### src/rtl/sweep_ctrl.sv
// sweep_ctrl: walks one picoMIPS core across a range of sample indices.
// Each sample holds core_handshake high for RUN_CYCLES, captures core_result,
// then drops handshake for GAP_CYCLES so the core returns to IDLE before the
// next index. Captured {result, index} pairs queue in a small FIFO.
// Optional feature: define SWEEP_ABORT_EN to add the abort input.
module sweep_ctrl #(
  parameter int unsigned RUN_CYCLES = 96,
  parameter int unsigned GAP_CYCLES = 2,
  parameter int unsigned FIFO_DEPTH = 4
) (
  input  logic       clk,
  input  logic       reset,
  input  logic       start,
  input  logic [7:0] first_index,
  input  logic [7:0] count,
`ifdef SWEEP_ABORT_EN
  input  logic       abort,
`endif
  output logic       busy,
  output logic       done,
  output logic       core_handshake,
  output logic [7:0] core_index,
  input  logic [7:0] core_result,
  output logic       res_valid,
  output logic [7:0] res_data,
  output logic [7:0] res_index,
  input  logic       res_ready
);

  localparam int unsigned CntMax   = (RUN_CYCLES > GAP_CYCLES) ? RUN_CYCLES : GAP_CYCLES;
  localparam int unsigned CntW     = $clog2(CntMax + 1);
  localparam int unsigned PtrW     = $clog2(FIFO_DEPTH);
  localparam int unsigned FifoCntW = PtrW + 1;

  typedef enum logic [2:0] {
    StIdle,
    StLaunch,
    StCapture,
    StRelease,
    StWaitSpace,
    StDone
  } state_e;

  state_e            state_q;
  logic [CntW-1:0]   cyc_cnt_q;
  logic [7:0]        rem_q;
  logic [7:0]        cur_index_q;
  logic              busy_q;
  logic              done_q;
  logic              hs_q;
  logic [7:0]        core_index_q;

  logic [7:0]        mem_data_q  [FIFO_DEPTH];
  logic [7:0]        mem_index_q [FIFO_DEPTH];
  logic [PtrW-1:0]   wr_ptr_q;
  logic [PtrW-1:0]   rd_ptr_q;
  logic [FifoCntW-1:0] fifo_cnt_q;

  logic fifo_full;
  logic push;
  logic pop;
  logic abort_act;
  logic abortable;

`ifdef SWEEP_ABORT_EN
  assign abort_act = abort;
`else
  assign abort_act = 1'b0;
`endif

  assign fifo_full = (fifo_cnt_q == FifoCntW'(FIFO_DEPTH));
  assign abortable = (state_q == StLaunch) || (state_q == StCapture) ||
                     (state_q == StRelease) || (state_q == StWaitSpace);
  // An abort landing on the capture cycle drops that sample.
  assign push      = (state_q == StCapture) && !abort_act && !fifo_full;
  assign pop       = (fifo_cnt_q != '0) && res_ready;

  // Sweep sequencer; all visible control outputs are registered here.
  always_ff @(posedge clk) begin
    if (reset) begin
      state_q      <= StIdle;
      cyc_cnt_q    <= '0;
      rem_q        <= 8'd0;
      cur_index_q  <= 8'd0;
      busy_q       <= 1'b0;
      done_q       <= 1'b0;
      hs_q         <= 1'b0;
      core_index_q <= 8'd0;
    end else begin
      done_q <= 1'b0;
      if (abort_act && abortable) begin
        // Finish through RELEASE so the core still gets a full low gap.
        state_q   <= StRelease;
        rem_q     <= 8'd0;
        hs_q      <= 1'b0;
        cyc_cnt_q <= CntW'(GAP_CYCLES - 1);
      end else begin
        unique case (state_q)
          StIdle: begin
            if (start) begin
              busy_q      <= 1'b1;
              rem_q       <= count;
              cur_index_q <= first_index;
              if (count != 8'd0) begin
                state_q      <= StLaunch;
                hs_q         <= 1'b1;
                core_index_q <= first_index;
                cyc_cnt_q    <= CntW'(RUN_CYCLES - 1);
              end else begin
                state_q <= StDone;
                done_q  <= 1'b1;
              end
            end
          end
          StLaunch: begin
            if (cyc_cnt_q == '0) begin
              state_q <= StCapture;
              hs_q    <= 1'b0;
            end else begin
              cyc_cnt_q <= cyc_cnt_q - CntW'(1);
            end
          end
          StCapture: begin
            rem_q       <= rem_q - 8'd1;
            cur_index_q <= cur_index_q + 8'd1;
            cyc_cnt_q   <= CntW'(GAP_CYCLES - 1);
            state_q     <= StRelease;
          end
          StRelease: begin
            if (cyc_cnt_q != '0) begin
              cyc_cnt_q <= cyc_cnt_q - CntW'(1);
            end else if (rem_q == 8'd0) begin
              state_q <= StDone;
              done_q  <= 1'b1;
            end else if (fifo_full) begin
              state_q <= StWaitSpace;
            end else begin
              state_q      <= StLaunch;
              hs_q         <= 1'b1;
              core_index_q <= cur_index_q;
              cyc_cnt_q    <= CntW'(RUN_CYCLES - 1);
            end
          end
          StWaitSpace: begin
            if (!fifo_full) begin
              state_q      <= StLaunch;
              hs_q         <= 1'b1;
              core_index_q <= cur_index_q;
              cyc_cnt_q    <= CntW'(RUN_CYCLES - 1);
            end
          end
          StDone: begin
            busy_q  <= 1'b0;
            state_q <= StIdle;
          end
          default: begin
            state_q <= StIdle;
            busy_q  <= 1'b0;
            hs_q    <= 1'b0;
          end
        endcase
      end
    end
  end

  // Result FIFO; contents persist across sweeps and clear only on reset.
  always_ff @(posedge clk) begin
    if (reset) begin
      wr_ptr_q   <= '0;
      rd_ptr_q   <= '0;
      fifo_cnt_q <= '0;
      for (int i = 0; i < int'(FIFO_DEPTH); i++) begin
        mem_data_q[i]  <= 8'd0;
        mem_index_q[i] <= 8'd0;
      end
    end else begin
      if (push) begin
        mem_data_q[wr_ptr_q]  <= core_result;
        mem_index_q[wr_ptr_q] <= cur_index_q;
        wr_ptr_q              <= wr_ptr_q + PtrW'(1);
      end
      if (pop) begin
        rd_ptr_q <= rd_ptr_q + PtrW'(1);
      end
      if (push && !pop) begin
        fifo_cnt_q <= fifo_cnt_q + FifoCntW'(1);
      end else if (!push && pop) begin
        fifo_cnt_q <= fifo_cnt_q - FifoCntW'(1);
      end
    end
  end

  assign busy           = busy_q;
  assign done           = done_q;
  assign core_handshake = hs_q;
  assign core_index     = core_index_q;
  assign res_valid      = (fifo_cnt_q != '0);
  assign res_data       = mem_data_q[rd_ptr_q];
  assign res_index      = mem_index_q[rd_ptr_q];

endmodule

### config.mk
export PLATFORM = sky130hd
export DESIGN_NAME = sweep_ctrl
export DESIGN_NICKNAME = d
export VERILOG_FILES = /design/src/rtl/sweep_ctrl.sv
export SDC_FILE = /design/constraint.sdc
export NUM_CORES = 1
export LEC_CHECK = 0
export CORE_ASPECT_RATIO = 1.25
export CORE_UTILIZATION = 51
export DETAILED_ROUTE_END_ITERATION = 10
export PLACE_DENSITY = 0.76
export SLEW_MARGIN = 40
export SYNTH_ARGS = -nofsm -noshare
export SYNTH_HDL_FRONTEND = slang
export SYNTH_SLANG_ARGS = --single-unit
### constraint.sdc
create_clock -name clk -period 2.82 [get_ports clk]
set_clock_uncertainty 0.2 [all_clocks]
set_input_delay 0.423 -clock clk [delete_from_list [all_inputs] [get_ports clk]]
set_output_delay 0.423 -clock clk [all_outputs]
set_load 0.01 [all_outputs]
==> flow_summary.toml, run 1 <==
[pwr]
p_leak_nw = 2.398
p_per_area_nw_per_um2 = 682.0
max-vdd-ir-drop_mv = 0.3260

[cts]
clk_latency_ns = 0.34
cts_buffers = 9
h-tree-depth = 3
clk_pin_slew_ns = 0.07
cts_hold_buffers = 0
cts_root_buf = "clkbuf_16"
clockBufferDepth = 2
cts_setup_buffers = 0
clock-sinks = 110
cts_tree = "built"
ctsResizeCount = 0

[synthesis]
syn_inst = 498
ys_seq_elements = 110
synth_edf_count = 64
synth-async-reset-ratio = 0
synth_nets = 532
syn-cell-area_um2 = 5453
synthFlopType = "edfxtp_1"
yosysUniqueCellTypes = 67
ys_seq_area_frac = 0.5213
synth_warnings = 0
syn_area_per_cell_um2 = 10.95

[final_layout]
syn_to_final_growth_pct = 18.63
fin_cells = 688
drive_gt1_frac = 0.1288
insertedDiodeCount = 0
final_core_util = 0.6305
fill_cells = 834
fin_nets = 588

[detailed_routing]
drt-initial-drc-count = 257
drt_pass1_iterations = 4
routed_wirelength_um = 11930
antenna_left = 0
dr_wl_met3_um = 455
vias = 4065
via_per_inst = 5.908
drt-met1-wl_um = 4677
wl_per_cell_um = 17.34
wl_met2_um = 6457
top_layer_used = "met4"
drcViolationCount = 0

[global_routing]
grt_pass1_vias = 4075
grt_pass1_wl_um = 19790
grt_usage = 0.2305
grt_max_degree = 46
globalRouteOverflowTotal = 0
antenna_found_initial = 0

[floorplanning]
die_w_um = 94.49
die_h_um = 117.6
core_um2 = 10260
die_area_um2 = 11110
rows = 41
io_pins = 56
start_util = 0.5315

[sta]
slew_headroom = 0.5065
grt_setup_unrepaired = "no"
tns_ns = 0
finalWorstSetupSlack_ns = 0.1799
finalCritPeriodShare = 0.9362
slew_violations = 0
setup_violations = 0
max_freq_ghz = 0.3788
fin_crit_ns = 2.640
worstMarginPinSlew_ns = 0.7403
hold_viol_final = 0

[critical_path]
crit_required_ns = 2.20
rrSetupSlack_ns = 0.39
cp.arrival_ns = 2.02
crit_fanout = 16
critPathKind = "flip-flop to output port"
worstSetupEndpointType = "output port"
startpoint_type = "flip-flop"

[placement]
io_buffers = 55
place_ws_ns = 0.04715
dp_cells = 672
routabilityCongestion = 0.8815
dpl.hpwl_um = 8334

[run]
drv_cap = 0

[status]
status = "finished clean"

[worst_hold_path]
holdCritPathClass = "input pin to flip-flop"
## cell families (layout without fill, tap and decap cells)
group                      Yosys count  in the layout  synth area share
DFF                                110            110            0.5213
AOI/OAI and AO/OA                   91             91            0.1257
muxes                               18             18           0.06976
xor gates and xnor gates             9              9           0.01446
adders and majority gates            6              6           0.01514
buffers and inverters               48            109           0.03740
and+or+nand+nor                    216            216            0.2162
## synthesized netlist by cell type (9+ instances only)
library cell / count / share of area
a21oi_1: 23 / 0.021
a311oi_1: 9 / 0.014
and2_1: 27 / 0.031
and3_1: 18 / 0.021
clkbuf_1: 19 / 0.013
dfxtp_1: 46 / 0.17
edfxtp_1: 64 / 0.35
inv_1: 15 / 0.010
mux4_2: 16 / 0.066
nand2_1: 41 / 0.028
nand3_1: 18 / 0.017
nor2_1: 53 / 0.036
nor3_1: 15 / 0.014
o21ai_0: 15 / 0.014
## worst max-delay path, cell delays in order (launching register included)
cell	delay, ns
dfxtp_1	0.31
buf_4	0.30
mux4_2	0.56
clkdlybuf4s50_1	0.50
## through the flow
stage | instance area, um^2 | total power [mW] | hold slack, ns
global route | 6469 | 4.625 | 0.2023
global placement | 6177 | 3.183 | 0.2466
detailed placement | 6185 | 3.223 | 0.2562
finish | 6469 | 4.411 | 0.1796
CTS | 6469 | 4.442 | 0.1621
floorplan | 5453 | 2.763 | 0.2637
## sequential cells by signal, summed over array words and instances (netlist names), named ones only
signal / cells
cur_index_q: 8
busy: 1
done: 1
fifo_cnt_q: 3
rem_q: 8
core_handshake: 1
mem_data_q: 32
wr_ptr_q: 2
rd_ptr_q: 2
cyc_cnt_q: 7
core_index: 8
state_q: 3
mem_index_q: 32
## worst paths after layout
| path | start | endpoint | cells after the start |
|---|---|---|---|
| worst max-delay path | flip-flop | res_index[1] | 3 |
| worst min-delay path | reset | wr_ptr_q[1] | 2 |
| worst max register to register | state_q[2] | core_index[3] | 8 |
| worst min register to register | busy | busy | 2 |
## layer usage
metal  up-vias  global-route usage
met1      1950              0.2713
met2       108              0.4049
li1       1980                   -
met3        27             0.04264
met4         0             0.09564
met5         -                   0
## report_power, final
group          internal [mW]  switching, mW  total (mW)  leakage (nW)
clock                  0.688          0.546        1.23         0.135
combinational          0.620          0.595        1.22          1.22
sequential              1.84          0.124        1.96          1.04
total                   3.15           1.27        4.41          2.40
## cells in the final DEF, fill, tap and decap left out, types with 7 or more instances in the layout
cell / instances
a21oi_1: 23
a311oi_1: 9
and2_1: 27
and3_1: 18
buf_4: 23
clkbuf_16: 9
clkdlybuf4s50_1: 54
dfxtp_1: 46
edfxtp_1: 64
inv_1: 15
mux4_2: 16
nand2_1: 41
nand3_1: 18
nor2_1: 53
nor3_1: 15
o21ai_0: 15
xor2_1: 7
## cell type report
cell class,count,area [um^2],area share
flip-flops and latches,110,2843,0.4395
multi-input cells,340,2406,0.3720
repair buffers,78,718.2,0.1110
clock buffers,12,236.5,0.03656
well taps,129,161.4,0.02495
inverters,15,56.30,0.008704
clock inverters,4,47.55,0.007350
Power figures use the tool's default switching activity.
==> run 2: changes to the inputs <==
--- a/config.mk
+++ b/config.mk
@@ -8,7 +8,7 @@
 export CORE_ASPECT_RATIO = 1.25
 export CORE_UTILIZATION = 51
 export DETAILED_ROUTE_END_ITERATION = 10
-export PLACE_DENSITY = 0.76
+export PLACE_DENSITY = 0.79
 export SLEW_MARGIN = 40
 export SYNTH_ARGS = -nofsm -noshare
 export SYNTH_HDL_FRONTEND = slang
==> flow_summary.toml, run 2 (synthesized netlist as in run 1, its figures left out) <==
[sta]
slew_headroom = 0.4945
worstMarginPinSlew_ns = 0.7582
tns_ns = 0
hold_viol_final = 0
fin_crit_ns = 2.649
finalCritPeriodShare = 0.9394
setup_violations = 0
max_freq_ghz = 0.3775
holdWs_ns = 0.1734
grt_setup_unrepaired = "no"
slew_violations = 0

[global_routing]
antenna_found_initial = 0
globalRouteOverflowTotal = 0
grt_pass1_wl_um = 19840
grt_usage = 0.2325
grt_max_degree = 47
grt_pass1_vias = 4094

[floorplanning]
die_area_um2 = 11110
die_h_um = 117.6
io_pins = 56
start_util = 0.5315
core_um2 = 10260
rows = 41
die_w_um = 94.49

[cts]
clockBufferDepth = 2
cts_hold_buffers = 0
clock-sinks = 110
cts_root_buf = "clkbuf_16"
ctsResizeCount = 0
clk_latency_ns = 0.35
clk_pin_slew_ns = 0.07
h-tree-depth = 3
cts_tree = "built"
cts_setup_buffers = 0
cts_buffers = 9

[pwr]
p_leak_nw = 2.387
combPwrFrac = 0.274
max-vdd-ir-drop_mv = 0.4497
p_per_area_nw_per_um2 = 692.2
pwr-share-clk = 0.286
internal_power_mw = 3.148
swShare = 0.2950
p_sw_mw = 1.317
p_seq_frac = 0.440

[worst_hold_path]
holdCritPathClass = "input pin to flip-flop"
whs_path_depth = 2

[final_layout]
insertedDiodeCount = 0
fin_nets = 584
top_regs = "mem_data_q (32), mem_index_q (32)"
syn_to_final_growth_pct = 18.31
final_cell_mix = "edfxtp_1 (64), clkdlybuf4s50_1 (54), nor2_1 (53), dfxtp_1 (46), nand2_1 (41)"
drive_gt1_frac = 0.1261
mostFrequentLayoutCell = "edfxtp_1"
fill_cells = 799

[detailed_routing]
vias = 4131
via_per_inst = 6.039
drt-initial-drc-count = 291
antenna_left = 0
routed_wirelength_um = 12290
wl_per_cell_um = 17.97
drt_pass1_iterations = 5
drcViolationCount = 0

[critical_path]
r2r_start = "cyc_cnt_q[0]"
r2r_cells = 8
rr_endpoint = "core_index[2]"
startpoint_type = "flip-flop"
critPathKind = "flip-flop to output port"
crit_end = "res_index[5]"
worstSetupEndpointType = "output port"
cp.arrival_ns = 2.03
crit_required_ns = 2.20
rrSetupSlack_ns = 0.30
crit_fanout = 16

[placement]
routabilityCongestion = 0.9271
dpl.hpwl_um = 8364
io_buffers = 55

[run]
drv_cap = 0

[status]
status = "finished clean"
-- run 2: layout make-up --
| class | count | area, um^2 | area share |
|---|---|---|---|
| repair buffers | 74 | 688.2 | 0.1067 |
| multi-input cells | 340 | 2406 | 0.3730 |
| inverters | 15 | 56.30 | 0.008728 |
| clock inverters | 6 | 67.56 | 0.01047 |
| clock buffers | 10 | 229.0 | 0.03549 |
| flip-flops and latches | 110 | 2843 | 0.4407 |
| well taps | 129 | 161.4 | 0.02502 |
-- run 2: worst min-delay path by stage --
| stage | start | slack (ns) | end |
|---|---|---|---|
| finish | reset | 0.17 | wr_ptr_q[1] |
| global route | reset | 0.19 | wr_ptr_q[1] |
| CTS | reset | 0.18 | wr_ptr_q[1] |
| detailed placement | busy | 0.25 | busy |
| global placement | core_handshake | 0.25 | core_handshake |
| floorplan | rem_q[6] | 0.26 | rem_q[6] |
-- run 2: routing by layer --
layer / global-route usage / vias up / routed length [um]
met3: 0.04328 / 26 / 585
met1: 0.2645 / 2001 / 4829
li1: - / 1961 / -
met4: 0.09848 / 0 / 278
met5: 0 / - / 0
met2: 0.4167 / 143 / 6595
-- run 2: critical path, cell delays in order (launching register included) --
cell and delay [ns]:
dfxtp_1 0.31, buf_4 0.31, mux4_2 0.56, clkdlybuf4s50_1 0.49
-- run 2: per-stage QoR --
stage	area [um^2]	power, mW	util	std cells	worst slack [ns]
after floorplan	5453	2.763	-	498	0.1285
after global placement	6147	3.177	0.5991	667	0.09205
after detailed placement	6147	3.219	0.5991	667	0.05516
after CTS	6444	4.480	0.6280	683	0.1313
after global routing	6451	4.664	0.6288	684	0.06977
final	6451	4.465	0.6288	684	0.1708
-- run 2: power groups by stage --
stage / combinational, mW / clock [mW] / sequential, mW
final: 1.22 / 1.28 / 1.96
after global routing: 1.33 / 1.35 / 1.99
after CTS: 1.22 / 1.29 / 1.96
after detailed placement: 1.22 / 0 / 2.00
after global placement: 1.19 / 0 / 1.99
after floorplan: 0.790 / 0 / 1.97
==> run 3: changes to the inputs <==
--- a/config.mk
+++ b/config.mk
@@ -8,6 +8,7 @@
 export CORE_ASPECT_RATIO = 1.25
 export CORE_UTILIZATION = 51
 export DETAILED_ROUTE_END_ITERATION = 10
+export GPL_ROUTABILITY_DRIVEN = 0
 export PLACE_DENSITY = 0.79
 export SLEW_MARGIN = 40
 export SYNTH_ARGS = -nofsm -noshare
==> flow_summary.toml, run 3 (synthesized netlist as in run 1, its figures left out) <==
[sta]
tns_ns = 0
fin_crit_ns = 2.663
holdWs_ns = 0.1769
slew_headroom = 0.5071
grt_setup_unrepaired = "no"
max_freq_ghz = 0.3755
setup_violations = 0
slew_violations = 0
worstMarginPinSlew_ns = 0.7394
finalCritPeriodShare = 0.9443
hold_viol_final = 0

[critical_path]
startpoint_type = "flip-flop"
cp_slowest_cell = "mux4_2"
cp_top_family = "buffers and inverters"
crit_fanout = 16
rrSetupSlack_ns = 0.22
cp.arrival_ns = 2.04
crit_required_ns = 2.20
r2r_cells = 8
critPathMaxStageDelay_ns = 0.57
critPathKind = "flip-flop to output port"
worstSetupEndpointType = "output port"
r2r_start = "cyc_cnt_q[0]"
path_buf_inv = 2
rr_endpoint = "core_index[5]"
path_cells = "buf_4 -> mux4_2 -> clkdlybuf4s50_1"

[pwr]
max-vdd-ir-drop_mv = 0.3291
p_leak_nw = 2.394
combPwrFrac = 0.272
swShare = 0.2951
p_total_mw = 4.471
pwr-share-clk = 0.288
p_seq_frac = 0.439
internal_power_mw = 3.151
p_sw_mw = 1.319
p_per_area_nw_per_um2 = 691.3

[floorplanning]
die_h_um = 117.6
rows = 41
io_pins = 56
core_um2 = 10260
die_area_um2 = 11110
die_w_um = 94.49
start_util = 0.5315

[cts]
cts_tree = "built"
clockBufferDepth = 2
cts_setup_buffers = 0
h-tree-depth = 3
ctsResizeCount = 0
cts_buffers = 9
clk_latency_ns = 0.36
clock-sinks = 110
cts_root_buf = "clkbuf_16"
cts_hold_buffers = 0
clk_pin_slew_ns = 0.07

[final_layout]
fin_cells = 685
syn_to_final_growth_pct = 18.61
fill_cells = 838
top_regs = "mem_data_q (32), mem_index_q (32)"
final_cell_mix = "edfxtp_1 (64), clkdlybuf4s50_1 (54), nor2_1 (53), dfxtp_1 (46), nand2_1 (41)"
fin_nets = 585
drive_gt1_frac = 0.1295
final_core_util = 0.6304
insertedDiodeCount = 0
mostFrequentLayoutCell = "edfxtp_1"

[detailed_routing]
vias = 4108
drt-initial-drc-count = 325
via_per_inst = 5.997
drt_pass1_iterations = 6
wl_per_cell_um = 17.97
antenna_left = 0
routed_wirelength_um = 12310
drcViolationCount = 0

[placement]
dp_cells = 669
dpl.hpwl_um = 8516
io_buffers = 55

[worst_hold_path]
hp-start = "reset"
holdPathEnd = "wr_ptr_q[1]"
holdCritPathClass = "input pin to flip-flop"
whs_path_depth = 2

[status]
status = "finished clean"

[global_routing]
grt_max_degree = 47
grt_pass1_vias = 4094
grt_pass1_wl_um = 20100
globalRouteOverflowTotal = 0
grt_usage = 0.2349
antenna_found_initial = 0

[run]
drv_cap = 0
## run 3: changes by cell type in the layout (fill, tap and decap cells not counted)
cell and delta:
inv_8 +1, nor4_1 -1, buf_4 +1, nor4_2 +1, inv_6 -2, clkinv_4 +1
## run 3: per-stage QoR
stage               cell area, um^2  worst slack, ns
global route                   6467          0.03306
floorplan                      5453           0.1285
global placement               6155           0.1056
finish                         6467           0.1570
CTS                            6461           0.1117
detailed placement             6162          0.05121
## run 3: final cells by class
| type | count | area, um^2 | area share |
|---|---|---|---|
| sequential | 110 | 2843 | 0.4395 |
| multi-input combinational | 340 | 2412 | 0.3730 |
| timing repair buffer | 75 | 695.7 | 0.1076 |
| clock buffer | 10 | 229.0 | 0.03540 |
| tap | 129 | 161.4 | 0.02496 |
| clock inverter | 6 | 70.07 | 0.01083 |
| inverter | 15 | 56.30 | 0.008706 |
## run 3: layer usage
layer / global-route usage / vias to the layer above / wire (um)
met4: 0.1051 / 0 / 273
met1: 0.2874 / 1956 / 4888
li1: - / 1961 / -
met3: 0.04587 / 23 / 712
met5: 0 / - / 0
met2: 0.3954 / 168 / 6437
## run 3: how the worst max path moves through the flow
stage	from	cells past startpoint	slack, ns	endpoint
2_1_floorplan	state_q[2]	10	0.13	fifo_cnt_q[2]
3_3_place_gp	count[2]	6	0.11	cyc_cnt_q[1]
3_5_place_dp	count[2]	6	0.05	cyc_cnt_q[4]
4_1_cts	flip-flop	3	0.11	res_index[7]
5_1_grt	flip-flop	3	0.03	res_index[7]
6_report	flip-flop	3	0.16	res_index[7]
## run 3: power by group through the flow
stage	clock network [mW]	registers, mW	logic [mW]
6_report	1.29	1.96	1.22
5_1_grt	1.38	1.99	1.33
4_1_cts	1.30	1.96	1.23
3_5_place_dp	0	2.00	1.22
3_3_place_gp	0	1.99	1.19
2_1_floorplan	0	1.97	0.790
## run 3: worst reg2reg max path, cell delays in order (launching register included)
cell       delay, ns
dfxtp_1         0.35
inv_1           0.09
ha_1            0.20
nor3b_4         0.41
a31oi_1         0.20
a2111oi_4       0.47
buf_4           0.28
nor2_1          0.06
a311oi_1        0.25
